===== config.mk =====
export PLATFORM = sky130hd
export DESIGN_NAME = display_scan
export DESIGN_NICKNAME = d
export VERILOG_FILES = /design/src/rtl/display_scan.sv
export SDC_FILE = /design/constraint.sdc
export NUM_CORES = 1
export LEC_CHECK = 0
export CAP_MARGIN = 20
export CORE_MARGIN = 2
export CORE_UTILIZATION = 54
export DETAILED_ROUTE_END_ITERATION = 8
export HOLD_SLACK_MARGIN = 0.03
export PLACE_DENSITY = 0.94
export RECOVER_POWER = 25
export REMOVE_ABC_BUFFERS = 1
export SLEW_MARGIN = 0
export SYNTH_ARGS = -nofsm -noshare
export SYNTH_HDL_FRONTEND = slang
export SYNTH_SLANG_ARGS = --single-unit

===== constraint.sdc =====
create_clock -name clk -period 6.1 [get_ports clk]
set_clock_uncertainty 0.1 [all_clocks]
set_input_delay 1.22 -clock clk [delete_from_list [all_inputs] [get_ports clk]]
set_output_delay 1.22 -clock clk [all_outputs]
set_load 0.05 [all_outputs]

===== src/rtl/display_scan.sv =====
// Four-digit multiplexed seven-segment scanner: shows save1, save2, res or the
// operator code, one digit per prescaler period, with optional leading-zero blanking.
`timescale 1ns/1ps
module display_scan #(
    parameter int PRESCALE       = 50000,
    parameter bit SEG_ACTIVE_LOW = 1'b1
) (
    input  logic        clk,
    input  logic        rst_n,
    input  logic [15:0] save1,
    input  logic [15:0] save2,
    input  logic [15:0] res,
    input  logic [3:0]  op_in,
    input  logic [1:0]  sel,
    input  logic        blank_en,
    output logic [6:0]  seg,
    output logic [3:0]  an,
    output logic        frame_start
);

    localparam logic [15:0] LAST_COUNT = 16'(PRESCALE - 1);
    localparam logic [6:0]  SEG_OFF    = SEG_ACTIVE_LOW ? 7'h7F : 7'h00;
    localparam logic [3:0]  AN_OFF     = SEG_ACTIVE_LOW ? 4'hF  : 4'h0;
    localparam logic [1:0]  SEL_OP     = 2'b11;

    function automatic logic [6:0] hex7(input logic [3:0] v);
        case (v)
            4'h0: hex7 = 7'h3F;
            4'h1: hex7 = 7'h06;
            4'h2: hex7 = 7'h5B;
            4'h3: hex7 = 7'h4F;
            4'h4: hex7 = 7'h66;
            4'h5: hex7 = 7'h6D;
            4'h6: hex7 = 7'h7D;
            4'h7: hex7 = 7'h07;
            4'h8: hex7 = 7'h7F;
            4'h9: hex7 = 7'h6F;
            4'hA: hex7 = 7'h77;
            4'hB: hex7 = 7'h7C;
            4'hC: hex7 = 7'h39;
            4'hD: hex7 = 7'h5E;
            4'hE: hex7 = 7'h79;
            default: hex7 = 7'h71;
        endcase
    endfunction

    logic [15:0] count;
    logic [1:0]  idx;
    logic [15:0] frame_q;
    logic [1:0]  sel_q;
    logic        blank_q;

    logic        tick;
    logic        wrap;
    logic [1:0]  nxt_idx;
    logic [15:0] src;
    logic [15:0] nxt_frame;
    logic [1:0]  nxt_sel;
    logic        nxt_blank;
    logic [15:0] upper;
    logic        dig_blank;
    logic [6:0]  seg_hi;
    logic [6:0]  nxt_seg;
    logic [3:0]  nxt_an;

    // The display registers are loaded from the post-tick index and snapshot, so
    // digit 0 of a new frame already shows the freshly latched source.
    // NOTE: every signal driven here gets a value on every path, so no latches are inferred.
    always_comb begin
        tick      = (count == LAST_COUNT);
        wrap      = tick && (idx == 2'd3);
        nxt_idx   = idx + 2'd1;
        case (sel)
            2'b00:   src = save1;
            2'b01:   src = save2;
            2'b10:   src = res;
            default: src = {12'h000, op_in & 4'h3};
        endcase
        nxt_frame = wrap ? src      : frame_q;
        nxt_sel   = wrap ? sel      : sel_q;
        nxt_blank = wrap ? blank_en : blank_q;
        upper     = nxt_frame >> {nxt_idx, 2'b00};
        dig_blank = (nxt_idx != 2'd0) &&
                    ((nxt_sel == SEL_OP) || (nxt_blank && (upper == 16'h0000)));
        seg_hi    = dig_blank ? 7'h00 : hex7(upper[3:0]);
        nxt_seg   = SEG_ACTIVE_LOW ? ~seg_hi : seg_hi;
        nxt_an    = SEG_ACTIVE_LOW ? ~(4'b0001 << nxt_idx) : (4'b0001 << nxt_idx);
    end

    // NOTE: sequential state uses non-blocking assignments so every register samples pre-edge values.
    always_ff @(posedge clk or negedge rst_n) begin
        if (!rst_n) begin
            count       <= 16'h0000;
            idx         <= 2'd0;
            frame_q     <= 16'h0000;
            sel_q       <= 2'b00;
            blank_q     <= 1'b0;
            seg         <= SEG_OFF;
            an          <= AN_OFF;
            frame_start <= 1'b0;
        end else begin
            count       <= tick ? 16'h0000 : count + 16'h0001;
            frame_start <= wrap;
            if (tick) begin
                idx     <= nxt_idx;
                frame_q <= nxt_frame;
                sel_q   <= nxt_sel;
                blank_q <= nxt_blank;
                seg     <= nxt_seg;
                an      <= nxt_an;
            end
        end
    end

endmodule


==> impl_results.html, run 1 <==
<table>
<tr><th>Metric</th><th>Value</th></tr>
<tr><th colspan="2">Run status</th></tr>
<tr><td>Run status</td><td>finished with violations</td></tr>
<tr><td>Failing checks</td><td>max-capacitance violations, max-slew violations</td></tr>
<tr><th colspan="2">Clock tree</th></tr>
<tr><td>Clock root cell</td><td>sky130_fd_sc_hd__clkbuf_8</td></tr>
<tr><td>Deepest level of the CTS H-tree</td><td>2</td></tr>
<tr><td>Number of clock buffers inserted by TritonCTS</td><td>5</td></tr>
<tr><td>CTS hold repair buffers</td><td>0</td></tr>
<tr><td>TritonCTS clock tree</td><td>built</td></tr>
<tr><td>Worst-path clk slew</td><td>0.09 ns</td></tr>
<tr><td>Post-CTS repair timing setup buffer count</td><td>0</td></tr>
<tr><td>CTS max path bufs</td><td>2</td></tr>
<tr><td># clock sinks</td><td>49</td></tr>
<tr><td>Insertion delay of the later-clocked pin in the worst-skew pair</td><td>0.30 ns</td></tr>
<tr><td># resized after CTS</td><td>0</td></tr>
<tr><th colspan="2">Route</th></tr>
<tr><td>Final antenna-violating net count</td><td>0</td></tr>
<tr><td>DR DRC count</td><td>0</td></tr>
<tr><td>Count of routing violations after the opening detailed-route iteration</td><td>161</td></tr>
<tr><td>DRT Pass-1 Iters</td><td>4</td></tr>
<tr><td>Vias</td><td>2458</td></tr>
<tr><td>Vias per cell</td><td>5.91</td></tr>
<tr><td>Routed wire length</td><td>6840 µm</td></tr>
<tr><td>Routed length per placed instance</td><td>16.4 µm</td></tr>
<tr><th colspan="2">Floorplan</th></tr>
<tr><td>Core outline area</td><td>5200 µm²</td></tr>
<tr><td>Die width</td><td>77.9 µm</td></tr>
<tr><td>Initial standard-cell utilization of the core</td><td>0.567</td></tr>
<tr><td>I/O Pins</td><td>69</td></tr>
<tr><td>Placement row count</td><td>26</td></tr>
<tr><td>Overall die area</td><td>6070 µm²</td></tr>
<tr><td>DIE HEIGHT</td><td>77.9 µm</td></tr>
<tr><th colspan="2">Layout</th></tr>
<tr><td>Share of post-route cells with drive strength above 1</td><td>0.118</td></tr>
<tr><td>Area Overhead vs Synth</td><td>27.6%</td></tr>
<tr><td>Post-layout nets</td><td>413</td></tr>
<tr><td>Post-route design area</td><td>3760 µm²</td></tr>
<tr><td>Number of fillers in the final layout</td><td>382</td></tr>
<tr><td>Area occupied by registers</td><td>1240 µm²</td></tr>
<tr><td>Multi-input gate area</td><td>1600 µm²</td></tr>
<tr><td>Core utilization of the finished layout</td><td>0.723</td></tr>
<tr><td>Number of inserted diodes</td><td>0</td></tr>
<tr><th colspan="2">Setup path</th></tr>
<tr><td>Req. time, crit path</td><td>6.25 ns</td></tr>
<tr><td>Data arrival at the endpoint of the critical path</td><td>5.06 ns</td></tr>
<tr><td>Crit. End Element</td><td>register</td></tr>
<tr><td>Worst reg2reg path depth</td><td>11</td></tr>
<tr><td>Start-to-end type of the worst setup path</td><td>in -&gt; reg</td></tr>
<tr><td>Critical path startpoint category</td><td>input port</td></tr>
<tr><td>Crit Path Max Fanout</td><td>10</td></tr>
<tr><th colspan="2">Synthesis</th></tr>
<tr><td>Biggest area consumer among synthesized cells</td><td>sky130_fd_sc_hd__dfrtp_1</td></tr>
<tr><td>Share of the synthesized area in the top cell type</td><td>0.322</td></tr>
<tr><td>Number of enable flip-flop cells after synthesis</td><td>0</td></tr>
<tr><td>Yosys Warn Count</td><td>0</td></tr>
<tr><td>Cell area after synthesis</td><td>2950 µm²</td></tr>
<tr><td>Syn avg cell area</td><td>10.5 µm²</td></tr>
<tr><td>Flip-flop and latch count after synthesis</td><td>49</td></tr>
<tr><td>Number of cells produced by synthesis</td><td>280</td></tr>
<tr><td>Most repeated cell in the gate-level netlist after synthesis</td><td>sky130_fd_sc_hd__dfrtp_1</td></tr>
<tr><td>Most used standard cells in the synthesized netlist</td><td>sky130_fd_sc_hd__dfrtp_1, sky130_fd_sc_hd__nand2_1, sky130_fd_sc_hd__mux2i_1</td></tr>
<tr><td>Async set or reset register ratio after synthesis</td><td>1.00</td></tr>
<tr><td>Portion of the post-synthesis area used by sequential elements</td><td>0.420</td></tr>
<tr><td>Main area contributors after synthesis</td><td>sky130_fd_sc_hd__dfrtp_1, sky130_fd_sc_hd__dfstp_2, sky130_fd_sc_hd__mux2i_1</td></tr>
<tr><td>Most frequently used flop master after synthesis</td><td>sky130_fd_sc_hd__dfrtp_1</td></tr>
<tr><td>Number of library cell types mapped by synthesis</td><td>51</td></tr>
<tr><th colspan="2">STA</th></tr>
<tr><td>Setup violations, final</td><td>0</td></tr>
<tr><td>Post-layout min period</td><td>4.90 ns</td></tr>
<tr><td>Relative slew margins</td><td>-0.212</td></tr>
<tr><td>Transition time at the pin with the least slew margin</td><td>1.82 ns</td></tr>
<tr><td>Fin crit share</td><td>0.804</td></tr>
<tr><td>Timing-limited maximum frequency</td><td>204 MHz</td></tr>
<tr><td>Total negative slack</td><td>0 ns</td></tr>
<tr><td>Final worst hold slack</td><td>0.386 ns</td></tr>
<tr><td>RSZ-0062 raised after global routing</td><td>false</td></tr>
<tr><td>Pins over their slew limit</td><td>36</td></tr>
<tr><td>Final hold violations</td><td>0</td></tr>
<tr><th colspan="2">Place</th></tr>
<tr><td>Sum of net half-perimeters after detailed placement</td><td>5040 µm</td></tr>
<tr><td>Final weighted congestion of routability-driven global placement</td><td>0.866</td></tr>
<tr><td>Cell area after placement</td><td>3650 µm²</td></tr>
<tr><td>Port Buffers</td><td>66</td></tr>
<tr><th colspan="2">Power and ir drop</th></tr>
<tr><td>Total power density per cell area</td><td>158 nW/µm²</td></tr>
<tr><td>Post-layout power</td><td>0.593 mW</td></tr>
<tr><td>Static power due to leakage</td><td>1.58 nW</td></tr>
<tr><td>Peak supply drop</td><td>0.0773 mV</td></tr>
<tr><th colspan="2">GRT</th></tr>
<tr><td>Antenna violations before repair</td><td>0</td></tr>
<tr><td>Number of global-route vias before repair</td><td>2552</td></tr>
<tr><td>Global-route congestion overflow total</td><td>0</td></tr>
<tr><td>Gr usage total</td><td>0.244</td></tr>
<tr><td>Maximum number of pins on one net before global-route repair</td><td>50</td></tr>
<tr><td>Global-route wire length before repair</td><td>11700 µm</td></tr>
<tr><th colspan="2">Hold path</th></tr>
<tr><td>Kind of path behind the tightest hold check</td><td>reg -&gt; reg</td></tr>
<tr><td>Hold depth</td><td>2</td></tr>
<tr><th colspan="2">Run</th></tr>
<tr><td>Max_cap viols</td><td>1</td></tr>
</table>
## power breakdown
| group | switching (mW) | leakage [nW] | total (mW) | internal [mW] |
|---|---|---|---|---|
| combinational | 0.0275 | 0.969 | 0.0726 | 0.0452 |
| sequential | 0.000103 | 0.565 | 0.325 | 0.325 |
| clock | 0.102 | 0.0455 | 0.195 | 0.0926 |
## cells by family (layout without fill, tap and decap cells)
logic type               after synthesis  in the layout  synth area share
AND/OR/NAND/NOR                       91             91             0.171
AO/OA/AOI/OAI                         55             55             0.137
flip-flops                            49             49             0.420
multiplexers                          34             34             0.148
buffers and inverters                 26             92            0.0356
XOR/XNOR                              14             14            0.0416
adder cells (fa/ha/maj)               11             11            0.0467
## metal layers
layer | routed length [µm] | part of all wire | vias to the layer above | GRT usage
li1 | - | - | 1156 | -
met1 | 2740 | 0.40 | 1192 | 0.281
met2 | 3520 | 0.51 | 82 | 0.423
met3 | 322 | 0.047 | 28 | 0.0547
met4 | 262 | 0.038 | 0 | 0.126
met5 | 0 | 0 | - | 0
## layout make-up
type	count	area share
clock buffers	8	0.0239
multi-input cells	205	0.426
flip-flops and latches	49	0.330
inverters	12	0.0120
well taps	70	0.0233
repair buffers	72	0.185
## metrics by stage
step,setup WS (ns),std cells
final,1.20,416
after global routing,0.921,416
after CTS,1.19,413
after detailed placement,0.858,405
after global placement,1.03,405
after floorplan,2.23,266
## path summary, 6_finish.rpt
path	from	to	slack, ns
min in group asynchronous	rst_n	frame_start$_DFF_PN0_	0.85
max	sel[1]	seg[0]$_DFFE_PN1N_	1.20
min	an[1]$_DFFE_PN1N_	an[1]$_DFFE_PN1N_	0.39
max in group asynchronous	rst_n	count[14]$_DFF_PN0_	2.91
max reg2reg	count[11]$_DFF_PN0_	seg[0]$_DFFE_PN1N_	1.61
min reg2reg	an[1]$_DFFE_PN1N_	an[1]$_DFFE_PN1N_	0.39
## worst max-delay path: stages
cell and delay (ns):
sky130_fd_sc_hd__clkdlybuf4s50_1 0.79, sky130_fd_sc_hd__buf_4 0.30, sky130_fd_sc_hd__mux2i_1 0.20, sky130_fd_sc_hd__a2bb2oi_1 0.33
sky130_fd_sc_hd__nand3_1 0.15, sky130_fd_sc_hd__o2111a_1 0.21, sky130_fd_sc_hd__nor4_4 0.54, sky130_fd_sc_hd__ha_1 0.27
sky130_fd_sc_hd__and4_4 0.23, sky130_fd_sc_hd__o211ai_1 0.10, sky130_fd_sc_hd__a211oi_1 0.34, sky130_fd_sc_hd__nand2b_4 0.24
sky130_fd_sc_hd__o22a_1 0.14
## flip-flops by register name (all words and copies together), names as in the netlist
register	cells
seg	7
frame_start	1
blank_q	1
count	16
sel_q	2
idx	2
frame_q	16
an	4
## layout by cell type (no fill, tap or decap), types with 10 or more instances in the layout
master                            count
sky130_fd_sc_hd__o2bb2ai_1           11
sky130_fd_sc_hd__dfstp_2             11
sky130_fd_sc_hd__ha_1                11
sky130_fd_sc_hd__nor2_1              13
sky130_fd_sc_hd__inv_1               10
sky130_fd_sc_hd__dfrtp_1             38
sky130_fd_sc_hd__clkdlybuf4s50_1     65
sky130_fd_sc_hd__nand2_1             37
sky130_fd_sc_hd__mux2i_1             22
sky130_fd_sc_hd__o21ai_0             13
Note: power is estimated with default switching activity, not from simulation.
==> run 2, diff against run 1 <==
CORE_UTILIZATION = 45   (was 54)
PLACE_DENSITY = 0.84   (was 0.94)
clock period = 4.3 ns   (was 6.1 ns; I/O delays follow)
==> run 2 against run 1 <==
  * The run still ends with max-capacitance violations, max-slew violations left
  * Flip-flop and latch count stayed put
  * Clock power is 37% higher
  * First-iteration DRC count is 5.0% lower
  * Worst hold slack worse by 0.017 ns
  * Final area is 2.9% higher
  * Die area is 19% higher
  * Worst setup slack worse by 0.91 ns
  * Critical path type is now reg -> reg
  * Largest power group unchanged
  * Highest routed layer unchanged
==> impl_results.html, run 2 (synthesized netlist as in run 1, its figures left out) <==
<table>
<tr><th>Metric</th><th>Value</th></tr>
<tr><th colspan="2">Route</th></tr>
<tr><td>Max Used Layer</td><td>met4 (unchanged)</td></tr>
<tr><td>Met3 Wirelength</td><td>348 µm (was 322 µm)</td></tr>
<tr><td>Vias</td><td>2486 (was 2458)</td></tr>
<tr><td>DR DRC count</td><td>0 (unchanged)</td></tr>
<tr><td>Detail Route met2 WL</td><td>3360 µm (was 3520 µm)</td></tr>
<tr><td>Final antenna-violating net count</td><td>0 (unchanged)</td></tr>
<tr><td>Routed wire length</td><td>6550 µm (was 6840 µm)</td></tr>
<tr><td>DRT Pass-1 Iters</td><td>4 (unchanged)</td></tr>
<tr><td>Wire length the detailed router placed on met1</td><td>2740 µm (about the same)</td></tr>
<tr><td>Routed length per placed instance</td><td>15.1 µm (was 16.4 µm)</td></tr>
<tr><td>Count of routing violations after the opening detailed-route iteration</td><td>153 (was 161)</td></tr>
<tr><td>Vias per cell</td><td>5.71 (was 5.91)</td></tr>
<tr><th colspan="2">Power and ir drop</th></tr>
<tr><td>Fraction of power consumed by the clock network</td><td>0.320 (was 0.329)</td></tr>
<tr><td>Part of the power in registers</td><td>0.552 (was 0.549)</td></tr>
<tr><td>Net switching fraction of the power</td><td>0.228 (was 0.219)</td></tr>
<tr><td>Static power due to leakage</td><td>1.64 nW (was 1.58 nW)</td></tr>
<tr><td>Peak supply drop</td><td>0.134 mV (was 0.0773 mV)</td></tr>
<tr><td>Total net switching power</td><td>0.191 mW (was 0.130 mW)</td></tr>
<tr><td>Cell internal power dissipation</td><td>0.645 mW (was 0.463 mW)</td></tr>
<tr><td>Combinational share of power</td><td>0.128 (was 0.123)</td></tr>
<tr><td>Total power density per cell area</td><td>216 nW/µm² (was 158 nW/µm²)</td></tr>
<tr><th colspan="2">STA</th></tr>
<tr><td>Pins over their slew limit</td><td>42 (was 36)</td></tr>
<tr><td>Final worst hold slack</td><td>0.369 ns (was 0.386 ns)</td></tr>
<tr><td>Fin crit share</td><td>0.932</td></tr>
<tr><td>Final hold violations</td><td>0 (unchanged)</td></tr>
<tr><td>Timing-limited maximum frequency</td><td>249 MHz</td></tr>
<tr><td>Relative slew margins</td><td>-0.446 (was -0.212)</td></tr>
<tr><td>Transition time at the pin with the least slew margin</td><td>2.17 ns (was 1.82 ns)</td></tr>
<tr><td>RSZ-0062 raised after global routing</td><td>false (unchanged)</td></tr>
<tr><td>Post-layout min period</td><td>4.01 ns</td></tr>
<tr><td>Worst-case setup margin in the final layout</td><td>0.291 ns (was 1.20 ns)</td></tr>
<tr><td>Setup violations, final</td><td>0 (unchanged)</td></tr>
<tr><th colspan="2">Place</th></tr>
<tr><td>Port Buffers</td><td>66 (unchanged)</td></tr>
<tr><td>Pre-CTS setup slack</td><td>-0.160 ns (was 0.858 ns)</td></tr>
<tr><td>Placed cells</td><td>425 (was 405)</td></tr>
<tr><td>Cell area after placement</td><td>3770 µm² (was 3650 µm²)</td></tr>
<tr><td>Sum of net half-perimeters after detailed placement</td><td>5050 µm (was 5040 µm)</td></tr>
<tr><td>Final weighted congestion of routability-driven global placement</td><td>0.825 (was 0.866)</td></tr>
<tr><th colspan="2">Clock tree</th></tr>
<tr><td>Worst-path clk slew</td><td>0.09 ns (about the same)</td></tr>
<tr><td>TritonCTS clock tree</td><td>built (unchanged)</td></tr>
<tr><td>CTS max path bufs</td><td>2 (unchanged)</td></tr>
<tr><td># clock sinks</td><td>49 (unchanged)</td></tr>
<tr><td>Insertion delay of the later-clocked pin in the worst-skew pair</td><td>0.30 ns (about the same)</td></tr>
<tr><td>Number of clock buffers inserted by TritonCTS</td><td>5 (unchanged)</td></tr>
<tr><td>Deepest level of the CTS H-tree</td><td>2 (unchanged)</td></tr>
<tr><td>Clock root cell</td><td>sky130_fd_sc_hd__clkbuf_8 (unchanged)</td></tr>
<tr><th colspan="2">Layout</th></tr>
<tr><td>Share of post-route cells with drive strength above 1</td><td>0.151 (was 0.118)</td></tr>
<tr><td>Most common cell after layout, fill and taps aside</td><td>sky130_fd_sc_hd__clkdlybuf4s50_1 (unchanged)</td></tr>
<tr><td>Post-route design area</td><td>3870 µm² (was 3760 µm²)</td></tr>
<tr><td>Commonest cells after routing, fill and taps aside</td><td>sky130_fd_sc_hd__clkdlybuf4s50_1, sky130_fd_sc_hd__dfrtp_1, sky130_fd_sc_hd__nand2_1, sky130_fd_sc_hd__mux2i_1, sky130_fd_sc_hd__buf_4 (was sky130_fd_sc_hd__clkdlybuf4s50_1, sky130_fd_sc_hd__dfrtp_1, sky130_fd_sc_hd__nand2_1, sky130_fd_sc_hd__mux2i_1)</td></tr>
<tr><td>Post-layout nets</td><td>425 (was 413)</td></tr>
<tr><td>Number of inserted diodes</td><td>0 (unchanged)</td></tr>
<tr><td>Registers with the most flip-flops</td><td>count: 16 flops, frame_q: 16 flops, seg: 7 flops (unchanged)</td></tr>
<tr><td>Final std cells w/o fill</td><td>435 (was 416)</td></tr>
<tr><td>Area Overhead vs Synth</td><td>31.3% (was 27.6%)</td></tr>
<tr><th colspan="2">Floorplan</th></tr>
<tr><td>DIE HEIGHT</td><td>85.0 µm (was 77.9 µm)</td></tr>
<tr><td>Core outline area</td><td>6350 µm² (was 5200 µm²)</td></tr>
<tr><td>Placement row count</td><td>29 (was 26)</td></tr>
<tr><td>Die width</td><td>85.0 µm (was 77.9 µm)</td></tr>
<tr><td>I/O Pins</td><td>69 (unchanged)</td></tr>
<tr><td>Overall die area</td><td>7220 µm² (was 6070 µm²)</td></tr>
<tr><td>Initial standard-cell utilization of the core</td><td>0.464 (was 0.567)</td></tr>
<tr><th colspan="2">GRT</th></tr>
<tr><td>Global-route congestion overflow total</td><td>0 (unchanged)</td></tr>
<tr><td>Gr usage total</td><td>0.197 (was 0.244)</td></tr>
<tr><td>Antenna violations before repair</td><td>0 (unchanged)</td></tr>
<tr><td>Number of global-route vias before repair</td><td>2507 (was 2552)</td></tr>
<tr><td>Global-route wire length before repair</td><td>11600 µm (was 11700 µm)</td></tr>
<tr><td>Maximum number of pins on one net before global-route repair</td><td>50 (unchanged)</td></tr>
<tr><th colspan="2">Setup path</th></tr>
<tr><td>CP Capture Point</td><td>seg[1]$_DFFE_PN1N_ (was seg[0]$_DFFE_PN1N_)</td></tr>
<tr><td>Critical path startpoint category</td><td>register (was input port)</td></tr>
<tr><td>Crit Path Max Fanout</td><td>14 (was 10)</td></tr>
<tr><td>Req. time, crit path</td><td>4.45 ns (was 6.25 ns)</td></tr>
<tr><td>Start-to-end type of the worst setup path</td><td>reg -&gt; reg (was in -&gt; reg)</td></tr>
<tr><td>Max stage delay on crit path</td><td>0.68 ns (was 0.79 ns)</td></tr>
<tr><td>Data arrival at the endpoint of the critical path</td><td>4.15 ns (was 5.06 ns)</td></tr>
<tr><td>Reg-to-reg critical path startpoint</td><td>count[11]$_DFF_PN0_ (unchanged)</td></tr>
<tr><td>Crit. End Element</td><td>register (unchanged)</td></tr>
<tr><td>Cell with the biggest individual delay on the critical path</td><td>sky130_fd_sc_hd__or4b_1 (was sky130_fd_sc_hd__clkdlybuf4s50_1)</td></tr>
<tr><td>Critical-path cell list</td><td>or4b_1 -&gt; nor4_4 -&gt; buf_4 -&gt; mux2_2 -&gt; mux4_2 -&gt; inv_1 -&gt; ha_1 -&gt; and4_4 -&gt; o211ai_1 -&gt; a211oi_1 -&gt; nand2b_4 -&gt; o22a_1 (was clkdlybuf4s50_1 -&gt; buf_4 -&gt; mux2i_1 -&gt; a2bb2oi_1 -&gt; nand3_1 -&gt; o2111a_1 -&gt; nor4_4 -&gt; ha_1 -&gt; and4_4 -&gt; o211ai_1 -&gt; a211oi_1 -&gt; nand2b_4 -&gt; o22a_1)</td></tr>
<tr><td>Crit path launch</td><td>count[11]$_DFF_PN0_ (was sel[1])</td></tr>
<tr><td>Worst reg2reg path depth</td><td>12 (was 11)</td></tr>
<tr><td>Capturing point of the worst reg2reg path</td><td>seg[1]$_DFFE_PN1N_ (was seg[0]$_DFFE_PN1N_)</td></tr>
<tr><td>R2r setup slk</td><td>0.29 ns (was 1.61 ns)</td></tr>
<tr><th colspan="2">Hold path</th></tr>
<tr><td>Hold depth</td><td>2 (unchanged)</td></tr>
<tr><td>Kind of path behind the tightest hold check</td><td>reg -&gt; reg (unchanged)</td></tr>
<tr><th colspan="2">Run status</th></tr>
<tr><td>Failing checks</td><td>max-capacitance violations, max-slew violations (unchanged)</td></tr>
<tr><td>Run status</td><td>finished with violations (unchanged)</td></tr>
<tr><th colspan="2">Run</th></tr>
<tr><td>Max_cap viols</td><td>1 (unchanged)</td></tr>
</table>
## run 2: layer usage
layer,GRT usage,up-vias
met3,0.0321,10
li1,-,1184
met2,0.340,74
met5,0,-
met1,0.256,1218
met4,0.0548,0
## run 2: area by class of cell
| cell class | count | area [µm²] |
|---|---|---|
| Tap cell | 77 | 96.3 |
| Clock inverter | 1 | 7.51 |
| Inverter | 12 | 45.0 |
| Multi-Input combinational cell | 205 | 1610 |
| Clock buffer | 7 | 76.3 |
| Fill cell | 500 | 2480 |
| Timing Repair Buffer | 84 | 798 |
| Sequential cell | 49 | 1240 |
## run 2: worst min-delay path by stage
stage | from | end | slack (ns)
finish | sel_q[1]$_DFFE_PN0N_ | sel_q[1]$_DFFE_PN0N_ | 0.37
CTS | count[0]$_DFF_PN0_ | count[0]$_DFF_PN0_ | 0.37
floorplan | count[0]$_DFF_PN0_ | count[0]$_DFF_PN0_ | 0.33
detailed placement | sel_q[1]$_DFFE_PN0N_ | sel_q[1]$_DFFE_PN0N_ | 0.36
global placement | count[0]$_DFF_PN0_ | count[0]$_DFF_PN0_ | 0.35
global route | count[0]$_DFF_PN0_ | count[0]$_DFF_PN0_ | 0.39
## run 2: metrics by stage
step	power (mW)	setup TNS [ns]	util
after detailed placement	0.578	-1.07	0.594
after global placement	0.575	0	0.594
after global routing	0.868	0	0.610
after floorplan	0.500	0	-
after CTS	0.843	0	0.607
final	0.836	0	0.610
## run 2: repair_timing
item,4_1_cts,5_1_grt
endpoints found under the setup margin,0,5
gates resized for setup,0,1
hold buffers,0,0
buffers inserted,0,0
## run 2: power groups by stage
stage | combinational [mW] | sequential (mW) | clock, mW
after floorplan | 0.0300 | 0.470 | 0
after global placement | 0.105 | 0.470 | 0
after detailed placement | 0.107 | 0.470 | 0
after CTS | 0.108 | 0.462 | 0.274
after global routing | 0.117 | 0.462 | 0.289
final | 0.107 | 0.462 | 0.267
## run 2: critical path, delay by kind of cell (launching register included)
kind,cells,cell delay (ns)
adders and majority gates,1,0.18
muxes,2,0.87
buffers and inverters,2,0.39
and+or+nand+nor,4,1.41
AOI/OAI and AO/OA,3,0.58
DFF,1,0.43
==> run 3, diff against run 2 <==
SKIP_CTS_REPAIR_TIMING = 1   (was not set)
==> results of run 3 <==
Same layout as run 2: the final DEF is identical, and so are final timing and power.
